File: config.mk
export PLATFORM = sky130hd
export DESIGN_NAME = mul_add_reconstructor
export DESIGN_NICKNAME = d
export VERILOG_FILES = /design/src/rtl/mul_add_reconstructor.sv
export SDC_FILE = /design/constraint.sdc
export NUM_CORES = 1
export LEC_CHECK = 0
export ABC_CLOCK_PERIOD_IN_PS = 2600
export BUFFER_PORTS_ARGS = -buffer_cell sky130_fd_sc_hd__clkbuf_2
export CORE_ASPECT_RATIO = 1.25
export CORE_UTILIZATION = 58
export CTS_BUF_LIST = sky130_fd_sc_hd__clkbuf_4 sky130_fd_sc_hd__clkbuf_8
export DETAILED_ROUTE_END_ITERATION = 10
export GPL_ROUTABILITY_DRIVEN = 1
export GPL_TIMING_DRIVEN = 0
export PLACE_DENSITY = 0.82
export SYNTH_ARGS = -nofsm -noshare
export SYNTH_HDL_FRONTEND = slang
export SYNTH_SLANG_ARGS = --single-unit
export TNS_END_PERCENT = 100
File: constraint.sdc
create_clock -name clock -period 2.6 [get_ports clock]
set_input_delay 0 -clock clock [delete_from_list [all_inputs] [get_ports clock]]
set_output_delay 0 -clock clock [all_outputs]
set_load 0.02 [all_outputs]
File: src/rtl/mul_add_reconstructor.sv
// Sequential shift-add multiply-accumulate: product = multiplier * multiplicand + addend.
// Handles one multiplier bit per clock and mirrors the divider's shifted-operand register.
module mul_add_reconstructor #(
    parameter int unsigned WIDTH = 8
) (
    input  logic                 clock,
    input  logic                 reset_n,
    input  logic                 start,
    input  logic [WIDTH-1:0]     multiplier,
    input  logic [WIDTH-1:0]     multiplicand,
    input  logic [WIDTH-1:0]     addend,
    output logic                 busy,
    output logic                 done,
    output logic [2*WIDTH-1:0]   product,
    output logic [2*WIDTH-1:0]   tempMultiplicand
);

    localparam int unsigned CntW = $clog2(WIDTH + 1);

    typedef enum logic [1:0] {StIdle, StRun, StDone} state_e;

    state_e               state_q, state_d;
    logic [2*WIDTH-1:0]   acc_q, acc_d;
    logic [2*WIDTH-1:0]   tmc_q, tmc_d;
    logic [2*WIDTH-1:0]   product_q, product_d;
    logic [WIDTH-1:0]     mreg_q, mreg_d;
    logic [CntW-1:0]      count_q, count_d;
    logic                 busy_q, busy_d;
    logic                 done_q, done_d;
    logic [2*WIDTH-1:0]   acc_sum;

    // Sum including this edge's partial product, so the last step can load product directly.
    always_comb begin
        acc_sum = acc_q;
        if (mreg_q[0]) begin
            acc_sum = acc_q + tmc_q;
        end
    end

    always_comb begin
        state_d   = state_q;
        acc_d     = acc_q;
        tmc_d     = tmc_q;
        product_d = product_q;
        mreg_d    = mreg_q;
        count_d   = count_q;
        busy_d    = 1'b0;
        done_d    = 1'b0;
        unique case (state_q)
            StIdle: begin
                if (start) begin
                    acc_d   = {{WIDTH{1'b0}}, addend};
                    tmc_d   = {{WIDTH{1'b0}}, multiplicand};
                    mreg_d  = multiplier;
                    count_d = CntW'(WIDTH);
                    state_d = StRun;
                    busy_d  = 1'b1;
                end
            end
            StRun: begin
                acc_d   = acc_sum;
                tmc_d   = tmc_q << 1;
                mreg_d  = mreg_q >> 1;
                count_d = count_q - CntW'(1);
                if (count_q == CntW'(1)) begin
                    state_d   = StDone;
                    product_d = acc_sum;
                    done_d    = 1'b1;
                end else begin
                    busy_d = 1'b1;
                end
            end
            StDone: begin
                state_d = StIdle;
            end
            default: begin
                state_d = StIdle;
            end
        endcase
    end

    always_ff @(posedge clock or negedge reset_n) begin
        if (!reset_n) begin
            state_q   <= StIdle;
            acc_q     <= '0;
            tmc_q     <= '0;
            product_q <= '0;
            mreg_q    <= '0;
            count_q   <= '0;
            busy_q    <= 1'b0;
            done_q    <= 1'b0;
        end else begin
            state_q   <= state_d;
            acc_q     <= acc_d;
            tmc_q     <= tmc_d;
            product_q <= product_d;
            mreg_q    <= mreg_d;
            count_q   <= count_d;
            busy_q    <= busy_d;
            done_q    <= done_d;
        end
    end

    assign busy             = busy_q;
    assign done             = done_q;
    assign product          = product_q;
    assign tempMultiplicand = tmc_q;

endmodule

==> results.txt, run 1 <==
outcome = finished, violations left
failing checks = design-rule violations
Post-Route WL = 9340 um
Filler Cell Count = 420
Die H = 88.7 um
HPWL after DPL = 6190 um
WP data required = 2870 ps
clock buffer count from CTS = 9
worst-path cell chain = ha_1 -> fa_1 -> a21oi_1 -> o21ai_1 -> a21oi_2 -> o21a_1 -> xnor2_1 -> mux2i_1 -> o21ai_0
clk slew on worst S/H paths = 70 ps
ranking of synthesized cells by area = dfrtp_1 46%, o21ai_0 6.6%, ha_1 6.1%
Reg area = 0.00160 sq mm
synthesized flop and latch total = 64
Mapped Nets = 410
Final min period = 2490 ps
reg2reg start = tempMultiplicand[0]
crit-path max FO = 4
Syn-to-layout area delta = 23.8%
GP Congestion = 0.914
Clock Latency Late Sink = 350 ps
top-area cell type share of the netlist area = 45.9%
CTS Root Cell = clkbuf_8
layout cells sized above 1 = 20.5%
RSZ-0062 raised after global routing = no
slew of the pin with the lowest slew margin = 891 ps
r2r setup slk = 110 ps
CTS tree = done
post-place instance area = 0.00387 sq mm
depth of the most critical reg-to-reg path = 9
CP Launch Type = flop
IO buf count = 60
total power = 5.73 mW
Post-synth EDFFs = 0
Crit path arrival time = 2760 ps
Worst path max stage delay = 420 ps
hold path cells = 4
mapped cell area = 0.00349 sq mm
grt ovf = 0
Die X = 71.4 um
hold_sp = addend[5]
synth unique cells = 48
post-synthesis sequential area ratio = 45.9%
initial antenna violation count = 0
Max IR drop VDD = 753 uV
H-tree levels = 3
vias in the first global route = 3099
post-layout net count = 503
crit path kind = flop to flop
first-pass GRT wire length = 14900 um
first-pass detailed-route iteration total = 8
Hold EP = acc_q[5]
placed insts = 491
final hold violations = 0
f_max = 401 MHz
largest net degree at the start of global routing = 65
Total Routing Usage GR = 31.3%
postcts setup bufs = 0
Power Density = 1330 mW/mm^2
drt drc = 5
Rel. slew slack = 40.6%
total via count after detailed routing = 3211
Post-synth top flop = dfrtp_1
Initial Util = 60.4%
Slew Viols, Final = 0
IO Pins = 61
yosys warns = 0
Avg Vias per Cell = 6.07
Hold WC Path Type = primary input to flop
CORE AREA = 0.00578 sq mm
Iteration-0 DRC Markers = 278
Tcrit/Tclk final = 95.8%
synthesized area per cell = 9.56 sq um
Fin Setup TNS = 0 ps
routed len/inst = 17.7 um
DIE AREA = 0.00633 sq mm
buffer depth of the longest clock path = 2
Setup-failing EPs final = 0
Finished Layout Cells = 529
Leak Pwr = 2.06 nW
crit path max-delay cell type = dfrtp_1
Routed Antenna Nets = 0
Antenna Cells = 0
cells after synthesis = 365
asr flop ratio synth = 100%
clock skew = 5.62 ps
final instance area = 0.00432 sq mm
cell taking the most area after synthesis = dfrtp_1
Sink Count = 64
FF-to-FF End = product[8]
Site Rows = 31
multi-input logic area = 0.00175 sq mm
CP endpoint kind = flop
max-cap violations = 0
-- cells in the mapped netlist, drive strengths merged, types with 4 or more instances --
cell / count
buf: 11
a22oi: 15
ha: 17
nand4: 4
clkbuf: 11
o21ai: 53
a31oi: 4
a21o: 6
nand2: 56
nor2: 10
and3: 4
xor2: 5
mux2i: 10
nand3: 7
a21oi: 22
a22o: 11
o31ai: 4
xnor2: 9
dfrtp: 64
inv: 11
-- state kept, by name, indices dropped and copies added (netlist names) --
signal,cells
acc_q,16
busy,1
count_q,4
done,1
mreg_q,8
product,16
state_q,2
tempMultiplicand,16
-- cell type report --
cell class                 count  share of cell area, %
buffer                        22                   2.32
clock buffer                  14                   4.32
clock inverter                 2                  0.811
inverter                      12                   1.04
multi-input combinational    267                   40.4
sequential                    64                   37.1
tap                           66                   1.91
timing repair buffer          82                   12.1
-- cells in the final DEF (no fill, tap or decap), types with 3 or more instances in the layout --
cell type / netlist / routed
a21o_1: 6 / 6
a21oi_1: 22 / 21
a22o_1: 11 / 11
a22oi_1: 15 / 15
a31oi_1: 3 / 3
a32o_1: 3 / 3
and3_1: 3 / 3
buf_2: 8 / 8
clkbuf_1: 11 / 11
clkbuf_2: 0 / 59
clkbuf_8: 0 / 13
dfrtp_1: 64 / 64
dlygate4sd3_1: 0 / 22
ha_1: 17 / 17
inv_1: 11 / 11
mux2i_1: 10 / 10
nand2_1: 56 / 56
nand3_1: 7 / 7
nand4_1: 3 / 3
nor2_1: 9 / 9
nor2b_1: 3 / 3
o21a_1: 3 / 3
o21ai_0: 46 / 46
o21ai_1: 5 / 5
o31ai_1: 4 / 4
xnor2_1: 9 / 9
xor2_1: 5 / 5
-- where the power goes --
part	leakage [nW]	switching (mW)	internal (mW)
clock	0.116	0.389	0.557
sequential	0.826	0.380	1.43
combinational	1.12	1.87	1.11
total	2.06	2.63	3.09
-- routing by layer --
metal	up-vias	global-route usage (%)	routed length, um
met4	0	16.9	312
met2	115	53.8	4790
met5	-	0	0
met3	27	5.92	429
li1	1500	-	-
met1	1569	37.3	3810
-- cells by family after synthesis --
kind of cell,after synthesis,synth area share (%)
flip-flops,64,45.9
AND/OR/NAND/NOR,94,12.4
XOR/XNOR,14,3.52
AO/OA/AOI/OAI,131,24.4
buffers and inverters,34,4.16
adder cells (fa/ha/maj),18,6.67
multiplexers,10,2.87
-- worst max-delay path by stage --
stage / endpoint / depth (start not counted) / slack [ps] / startpoint
global placement: product[8] / 9 / 100 / tempMultiplicand[0]
finish: product[8] / 9 / 110 / tempMultiplicand[0]
detailed placement: product[8] / 9 / 90 / tempMultiplicand[0]
floorplan: acc_q[14] / 8 / 290 / tempMultiplicand[0]
CTS: product[8] / 9 / 30 / tempMultiplicand[0]
global route: product[6] / 9 / 10 / tempMultiplicand[0]
-- through the flow --
step | setup WS, ps | util (%) | hold slack, ps
after global routing | 9.55 | 74.7 | 54.4
final | 108 | 74.7 | 24.7
after detailed placement | 87.1 | 67.0 | 193
after global placement | 102 | 67.0 | 225
after CTS | 29.0 | 74.5 | 2.62
after floorplan | 294 | - | -296
-- worst max-delay path: cells and delay by family (launching register included) --
kind / cells / cell delay [ps]
mux: 1 / 140
compound gates: 5 / 1030
xor+xnor: 1 / 160
fa+ha+maj: 2 / 650
flops: 1 / 420
-- repair_timing --
| action | CTS | global route |
|---|---|---|
| hold buffers | 21 | 1 |
| setup endpoints to repair | 0 | 8 |
| endpoints found under the hold margin | 84 | 1 |
| gates resized for setup | 0 | 1 |
No activity file was read; power rests on OpenSTA's default activity.
==> inputs of run 2 (changes only) <==
ABC_AREA = 1   (was unset)
==> run 2 against run 1 <==
  * The run now ends clean
  * Clock-buffer cell count fell by 2
  * Register-to-register slack improved by 410 ps
  * Routed wire length rose by 5.4%
  * Combinational power rose by 29%
  * Setup slack improved by 410 ps
  * Design area rose by 4.3%
  * Synthesized area rose by 4.5%
  * Global-route usage rose by 1.6 points
  * Clock skew rose by 11 ps
  * Worst hold slack improved by 55 ps
  * Critical path depth rose by 3
  * Largest cell class unchanged
==> results.txt, run 2 <==
postcts setup bufs = 0 (unchanged)
HPWL after DPL = 6510 um (+5.1%)
final hold violations = 0 (unchanged)
worst hold slack = 79.6 ps (+54.9 ps)
CORE AREA = 0.00593 sq mm (+2.7%)
reg2reg start = tempMultiplicand[0]
Max IR drop VDD = 817 uV (+8.6%)
max-cap violations = 0 (unchanged)
buffer depth of the longest clock path = 2 (unchanged)
ranking of synthesized cells by area = dfrtp_1 44%, nand2_1 19%, inv_1 5.9%
XOR/XNOR Fraction of Synth Area = 0.961% (-2.6 points)
first-pass detailed-route iteration total = 5 (-3)
Site Rows = 31 (unchanged)
grt ovf = 0 (unchanged)
PostCTS Resize Cnt = 0 (unchanged)
RSZ-0062 raised after global routing = no
Die X = 72.9 um (+2.2%)
Initial Util = 61.4% (+1.1 points)
Fin Setup TNS = 0 ps (unchanged)
IO Pins = 61 (unchanged)
Setup-failing EPs final = 0 (unchanged)
total via count after detailed routing = 3567 (+11%)
Iteration-0 DRC Markers = 240 (-14%)
asr flop ratio synth = 100% (unchanged)
Reg area = 0.00160 sq mm (unchanged)
Syn-to-layout area delta = 23.6%
Post-synth top flop = dfrtp_1
Hold EP = state_q[0]
clk slew on worst S/H paths = 70 ps (about the same)
Tcrit/Tclk final = 80.1% (-16 points)
outcome = complete, no violations
Slew Viols, Final = 0 (unchanged)
synthesized area per cell = 7.66 sq um (-20%)
synthesized flop and latch total = 64 (unchanged)
Power Density = 1460 mW/mm^2 (+9.9%)
top-area cell type share of the netlist area = 43.9% (-2.0 points)
r2r setup slk = 520 ps (+410 ps)
total power = 6.57 mW (+15%)
CTS Root Cell = clkbuf_8
H-tree levels = 3 (unchanged)
crit-path most repeated cell = nand2_1
cells after synthesis = 476 (+30%)
drt drc = 0 (-5)
GP Congestion = 0.964 (+5.5%)
pre-CTS WS = 581 ps (+494 ps)
IO buf count = 60 (unchanged)
Mapped Nets = 521 (+27%)
first-pass GRT wire length = 16500 um (+11%)
WP data required = 2830 ps (-40 ps)
Final min period = 2080 ps (-408 ps)
crit-path max FO = 4 (unchanged)
commonest cells after routing, fill and taps aside = 180 x nand2_1, 64 x dfrtp_1, 59 x clkbuf_2
FF-to-FF End = acc_q[10]
multi-input logic area = 0.00173 sq mm (-1.1%)
hold_sp = start
crit path kind = flop to flop
post-layout net count = 617 (+23%)
initial antenna violation count = 0 (unchanged)
largest net degree at the start of global routing = 65 (unchanged)
hold path cells = 5 (+1)
Sink Count = 64 (unchanged)
Rel. slew slack = 42.7% (+2.1 points)
Adder-Cell Fraction of Synth Area = 6.38% (-0.29 points)
most frequent cells after synthesis = 180 x nand2_1, 64 x dfrtp_1, 57 x inv_1
synth unique cells = 34 (-29%)
Crit path arrival time = 2320 ps (-440 ps)
slew of the pin with the lowest slew margin = 859 ps (-31.3 ps)
Die H = 90.6 um (+2.2%)
crit path max-delay cell type = dfrtp_1
clock buffer count from CTS = 9 (unchanged)
mux cell area share after synthesis = 0% (-2.9 points)
cell taking the most area after synthesis = dfrtp_1
clock skew = 16.4 ps (+10.7 ps)
CP endpoint kind = flop
Routed Antenna Nets = 0 (unchanged)
mapped cell area = 0.00365 sq mm (+4.5%)
depth of the most critical reg-to-reg path = 12 (+3)
most common cell in the synthesized netlist = nand2_1
CP Launch Type = flop
f_max = 480 MHz (+20%)
Filler Cell Count = 453 (+7.9%)
Hold WC Path Type = primary input to flop
Leak Pwr = 2.50 nW (+21%)
worst-path cell chain = ha_1 -> fa_1 -> nand2_1 -> nand2_1 -> nand3b_1 -> nand2_1 -> nand2_1 -> nand2_1 -> nand2_1 -> nand3_1 -> nand3_1 -> nand2_1
post-synthesis sequential area ratio = 43.9% (-2.0 points)
vias in the first global route = 3586 (+16%)
Worst path max stage delay = 430 ps (about the same)
DIE AREA = 0.00661 sq mm (+4.4%)
Antenna Cells = 0 (unchanged)
CTS tree = done
post-synthesis compound-gate area fraction = 9.95% (-14 points)
Post-Route WL = 9840 um (+5.4%)
yosys warns = 0 (unchanged)
layout cells sized above 1 = 18.4% (-2.1 points)
Total Routing Usage GR = 32.8% (+1.6 points)
Avg Vias per Cell = 5.42 (-11%)
commonest non-fill, non-tap cell in the layout = nand2_1
Clock Latency Late Sink = 350 ps (about the same)
largest family of logic cells by synthesized area = simple AND/OR/NAND/NOR gates
simple-gate share of the synthesized area = 30.0% (+18 points)
final worst slack = 517 ps (+408 ps)
routed len/inst = 14.9 um (-15%)
Post-synth EDFFs = 0 (unchanged)
## run 2: changes by cell type after synthesis, sizes merged, moves of 9 or more
cell and change:
a21oi -13, inv +49, mux2i -10, nand2 +125, nand3 +36, o21ai -37, o22ai +9, or2 +9
## run 2: layout make-up
cell class,count,share of cell area (%)
multi-input cells,337,38.3
flip-flops and latches,64,35.5
repair buffers,85,12.3
inverters,60,5.00
clock buffers,12,3.66
well taps,82,2.28
plain buffers,15,2.08
clock inverters,3,0.888
## run 2: repair_timing
| action | 4_1_cts | 5_1_grt |
|---|---|---|
| endpoints found under the hold margin | 88 | 0 |
| hold buffers | 25 | 0 |
| setup endpoints to repair | 0 | 0 |
## run 2: logic make-up after synthesis
kind of cell,Yosys count
XOR/XNOR,4
adder cells (fa/ha/maj),18
flip-flops,64
AND/OR/NAND/NOR,259
AO/OA/AOI/OAI,56
buffers and inverters,75
## run 2: power breakdown
group,switching (mW),internal [mW],total (mW)
registers,0.363,1.48,1.84
clock network,0.386,0.513,0.899
logic,2.44,1.38,3.82
## run 2: critical path, delay by kind of cell, from the launching register on
kind	cells	cell delay, ps
fa+ha+maj	2	660
flops	1	430
simple gates	10	880
## run 2: worst max path at each step
stage                              startpoint  slack [ps]     endpoint  cells past startpoint
after floorplan           tempMultiplicand[0]         720     acc_q[8]                     11
after global placement    tempMultiplicand[0]         590  product[14]                     12
after detailed placement  tempMultiplicand[0]         580    acc_q[14]                     12
after CTS                 tempMultiplicand[0]         560  product[14]                     12
after global routing      tempMultiplicand[0]         360  product[14]                     12
final                     tempMultiplicand[0]         520    acc_q[10]                     12
## run 2: layer usage
layer | vias up | part of all wire [%] | global-route usage (%)
li1 | 1714 | - | -
met1 | 1675 | 41 | 38.7
met2 | 145 | 51 | 55.1
met3 | 33 | 5.1 | 7.92
met4 | 0 | 3.7 | 16.0
met5 | - | 0 | 0
## run 2: stage by stage
| step | utilization [%] | area, sq um | std cells |
|---|---|---|---|
| global placement | 68.2 | 4050 | 618 |
| CTS | 75.9 | 4510 | 658 |
| detailed placement | 68.3 | 4050 | 618 |
| global route | 75.9 | 4510 | 658 |
| finish | 75.9 | 4510 | 658 |
| floorplan | - | 3650 | 476 |
==> inputs of run 3 (changes only) <==
ABC_AREA = 0   (was 1)
ABC_CLOCK_PERIOD_IN_PS = 1800   (was 2600)
CORE_UTILIZATION = 52   (was 58)
PLACE_DENSITY = 0.78   (was 0.82)
clock period = 1.8 ns   (was 2.6 ns; I/O delays follow)
==> run 3 against run 2 <==
  * Routed wire length grew 17%
  * Highest routed layer unchanged
  * Setup slack lost 1000 ps
  * Power grew 57%
  * The flow now finishes with violations (negative setup slack)
==> results.txt, run 3 (synthesized netlist as in run 1, its figures left out) <==
worst-path cell chain = ha_4 -> fa_2 -> a21oi_4 -> o21ai_2 -> a21oi_4 -> o21a_1 -> xnor2_1 -> mux2i_1 -> o21ai_1
post-place instance area = 0.00405 sq mm (about the same)
layout cells sized above 1 = 39.9% (+22 points)
crit-path most repeated cell = a21oi_4
Setup crit end = product[8]
max-cap violations = 0 (unchanged)
final hold violations = 0 (unchanged)
placed insts = 512 (-17%)
drt drc = 0 (unchanged)
Final min period = 2280 ps (+199 ps)
FF-to-FF End = product[8]
total power = 10.3 mW (+57%)
Fin Setup TNS = -7230 ps (-7230 ps)
r2r setup slk = -480 ps (-1000 ps)
Avg Vias per Cell = 6.06 (+12%)
CP endpoint kind = flop
Finished Layout Cells = 583 (-11%)
GP Congestion = 0.932 (-3.4%)
Total Routing Usage GR = 32.3% (-0.51 points)
Leak Pwr = 2.29 nW (-8.1%)
HPWL after DPL = 6350 um (-2.5%)
CP Launch Type = flop
Crit path arrival time = 2520 ps (+200 ps)
Post-Route WL = 11500 um (+17%)
H-tree levels = 3 (unchanged)
max layer used = met4
Clock Latency Late Sink = 350 ps (about the same)
IO buf count = 60 (unchanged)
DIE AREA = 0.00704 sq mm (+6.5%)
commonest cells after routing, fill and taps aside = 63 x clkbuf_2, 52 x nand2_1, 49 x dfrtp_1
outcome = finished, violations left
clock skew = 10.3 ps (-6.06 ps)
depth of the most critical reg-to-reg path = 9 (-3)
Tcrit/Tclk final = 127% (+47 points)
final worst slack = -482 ps (-999 ps)
grt ovf = 0 (unchanged)
Max IR drop VDD = 1250 uV (+54%)
Rel. slew slack = 41.5% (-1.2 points)
CTS Root Cell = clkbuf_8
crit path kind = flop to flop
vias in the first global route = 3369 (-6.1%)
Site Rows = 33 (+6.5%)
buffer depth of the longest clock path = 2 (unchanged)
Initial Util = 53.5% (-8.0 points)
first-pass detailed-route iteration total = 5 (unchanged)
Hold WC Path Type = primary input to flop
CTS tree = done
crit path max-delay cell type = dfrtp_1
CORE AREA = 0.00652 sq mm (+9.9%)
Filler Cell Count = 421 (-7.1%)
IO Pins = 61 (unchanged)
Die X = 75.3 um (+3.2%)
initial antenna violation count = 0 (unchanged)
final instance area = 0.00508 sq mm (+13%)
clock buffer count from CTS = 9 (unchanged)
Worst Setup SP = acc_q[0]
WP data required = 2030 ps (-800 ps)
clk slew on worst S/H paths = 70 ps (about the same)
worst hold slack = 37.6 ps (-42.1 ps)
Iteration-0 DRC Markers = 253 (+5.4%)
crit-path max FO = 4 (unchanged)
Setup-failing EPs final = 28 (+28)
slew of the pin with the lowest slew margin = 878 ps (+18.3 ps)
Slew Viols, Final = 0 (unchanged)
Routed Antenna Nets = 0 (unchanged)
met2 WL = 5960 um (+20%)
RSZ-0062 raised after global routing = yes
Sink Count = 64 (unchanged)
failing checks = negative setup slack
reg2reg start = acc_q[0]
Power Density = 2030 mW/mm^2 (+39%)
post-layout net count = 538 (-13%)
Die H = 93.6 um (+3.2%)
total via count after detailed routing = 3534 (-0.93%)
f_max = 438 MHz (-8.7%)
largest net degree at the start of global routing = 65 (unchanged)
first-pass GRT wire length = 16600 um (+0.59%)
Metal-1 WL = 4160 um (+3.7%)
commonest non-fill, non-tap cell in the layout = clkbuf_2
Syn-to-layout area delta = 45.5%
routed len/inst = 19.8 um (+32%)
Worst path max stage delay = 420 ps (about the same)
Antenna Cells = 0 (unchanged)
met3 wire length = 713 um (+43%)
-- run 3: worst min-delay path by stage --
stage	from	to	slack, ps	depth (start not counted)
floorplan	reset_n	acc_q[0]	-300	0
global placement	multiplicand[0]	tempMultiplicand[0]	220	3
detailed placement	reset_n	done	200	1
CTS	addend[5]	acc_q[5]	8	4
global route	addend[5]	acc_q[5]	90	4
finish	addend[5]	acc_q[5]	40	4
-- run 3: metal layers --
layer / GRT usage (%) / vias to the layer above
li1: - / 1571
met1: 38.2 / 1729
met2: 53.5 / 186
met3: 6.36 / 48
met4: 19.1 / 0
met5: 0 / -
-- run 3: metrics by stage --
stage | util, % | setup WS, ps
5_1_grt | 77.8 | -533
3_3_place_gp | 62.0 | -430
3_5_place_dp | 62.0 | -436
6_report | 77.8 | -482
2_1_floorplan | - | -229
4_1_cts | 73.8 | -386
-- run 3: report_power, final --
| group | leakage, nW | total (mW) | switching [mW] | internal [mW] |
|---|---|---|---|---|
| Clock | 0.0981 | 1.20 | 0.544 | 0.652 |
| Combinational | 1.39 | 6.37 | 3.58 | 2.79 |
| Sequential | 0.806 | 2.73 | 0.645 | 2.09 |
| Total | 2.29 | 10.3 | 4.77 | 5.53 |
-- run 3: cell type report --
class | instances | area (sq um) | area share [%]
multi-input cells | 267 | 2190 | 43.1
flip-flops and latches | 64 | 1620 | 31.9
repair buffers | 120 | 831 | 16.4
clock buffers | 14 | 186 | 3.67
well taps | 87 | 109 | 2.14
plain buffers | 19 | 98.8 | 1.95
inverters | 12 | 45.0 | 0.887
-- run 3: what timing repair did --
item / CTS / global route
buffers inserted: 24 / 15
endpoints found under the hold margin: 85 / 0
pin swaps: 22 / 29
hold buffers: 22 / 0
setup endpoints to repair: 34 / 41
gates resized for setup: 46 / 44
-- run 3: critical path: cells and delay by family, from the launching register on --
kind	cells	cell delay, ps
compound gates	5	790
xor+xnor	1	100
fa+ha+maj	2	550
flops	1	420
mux	1	290
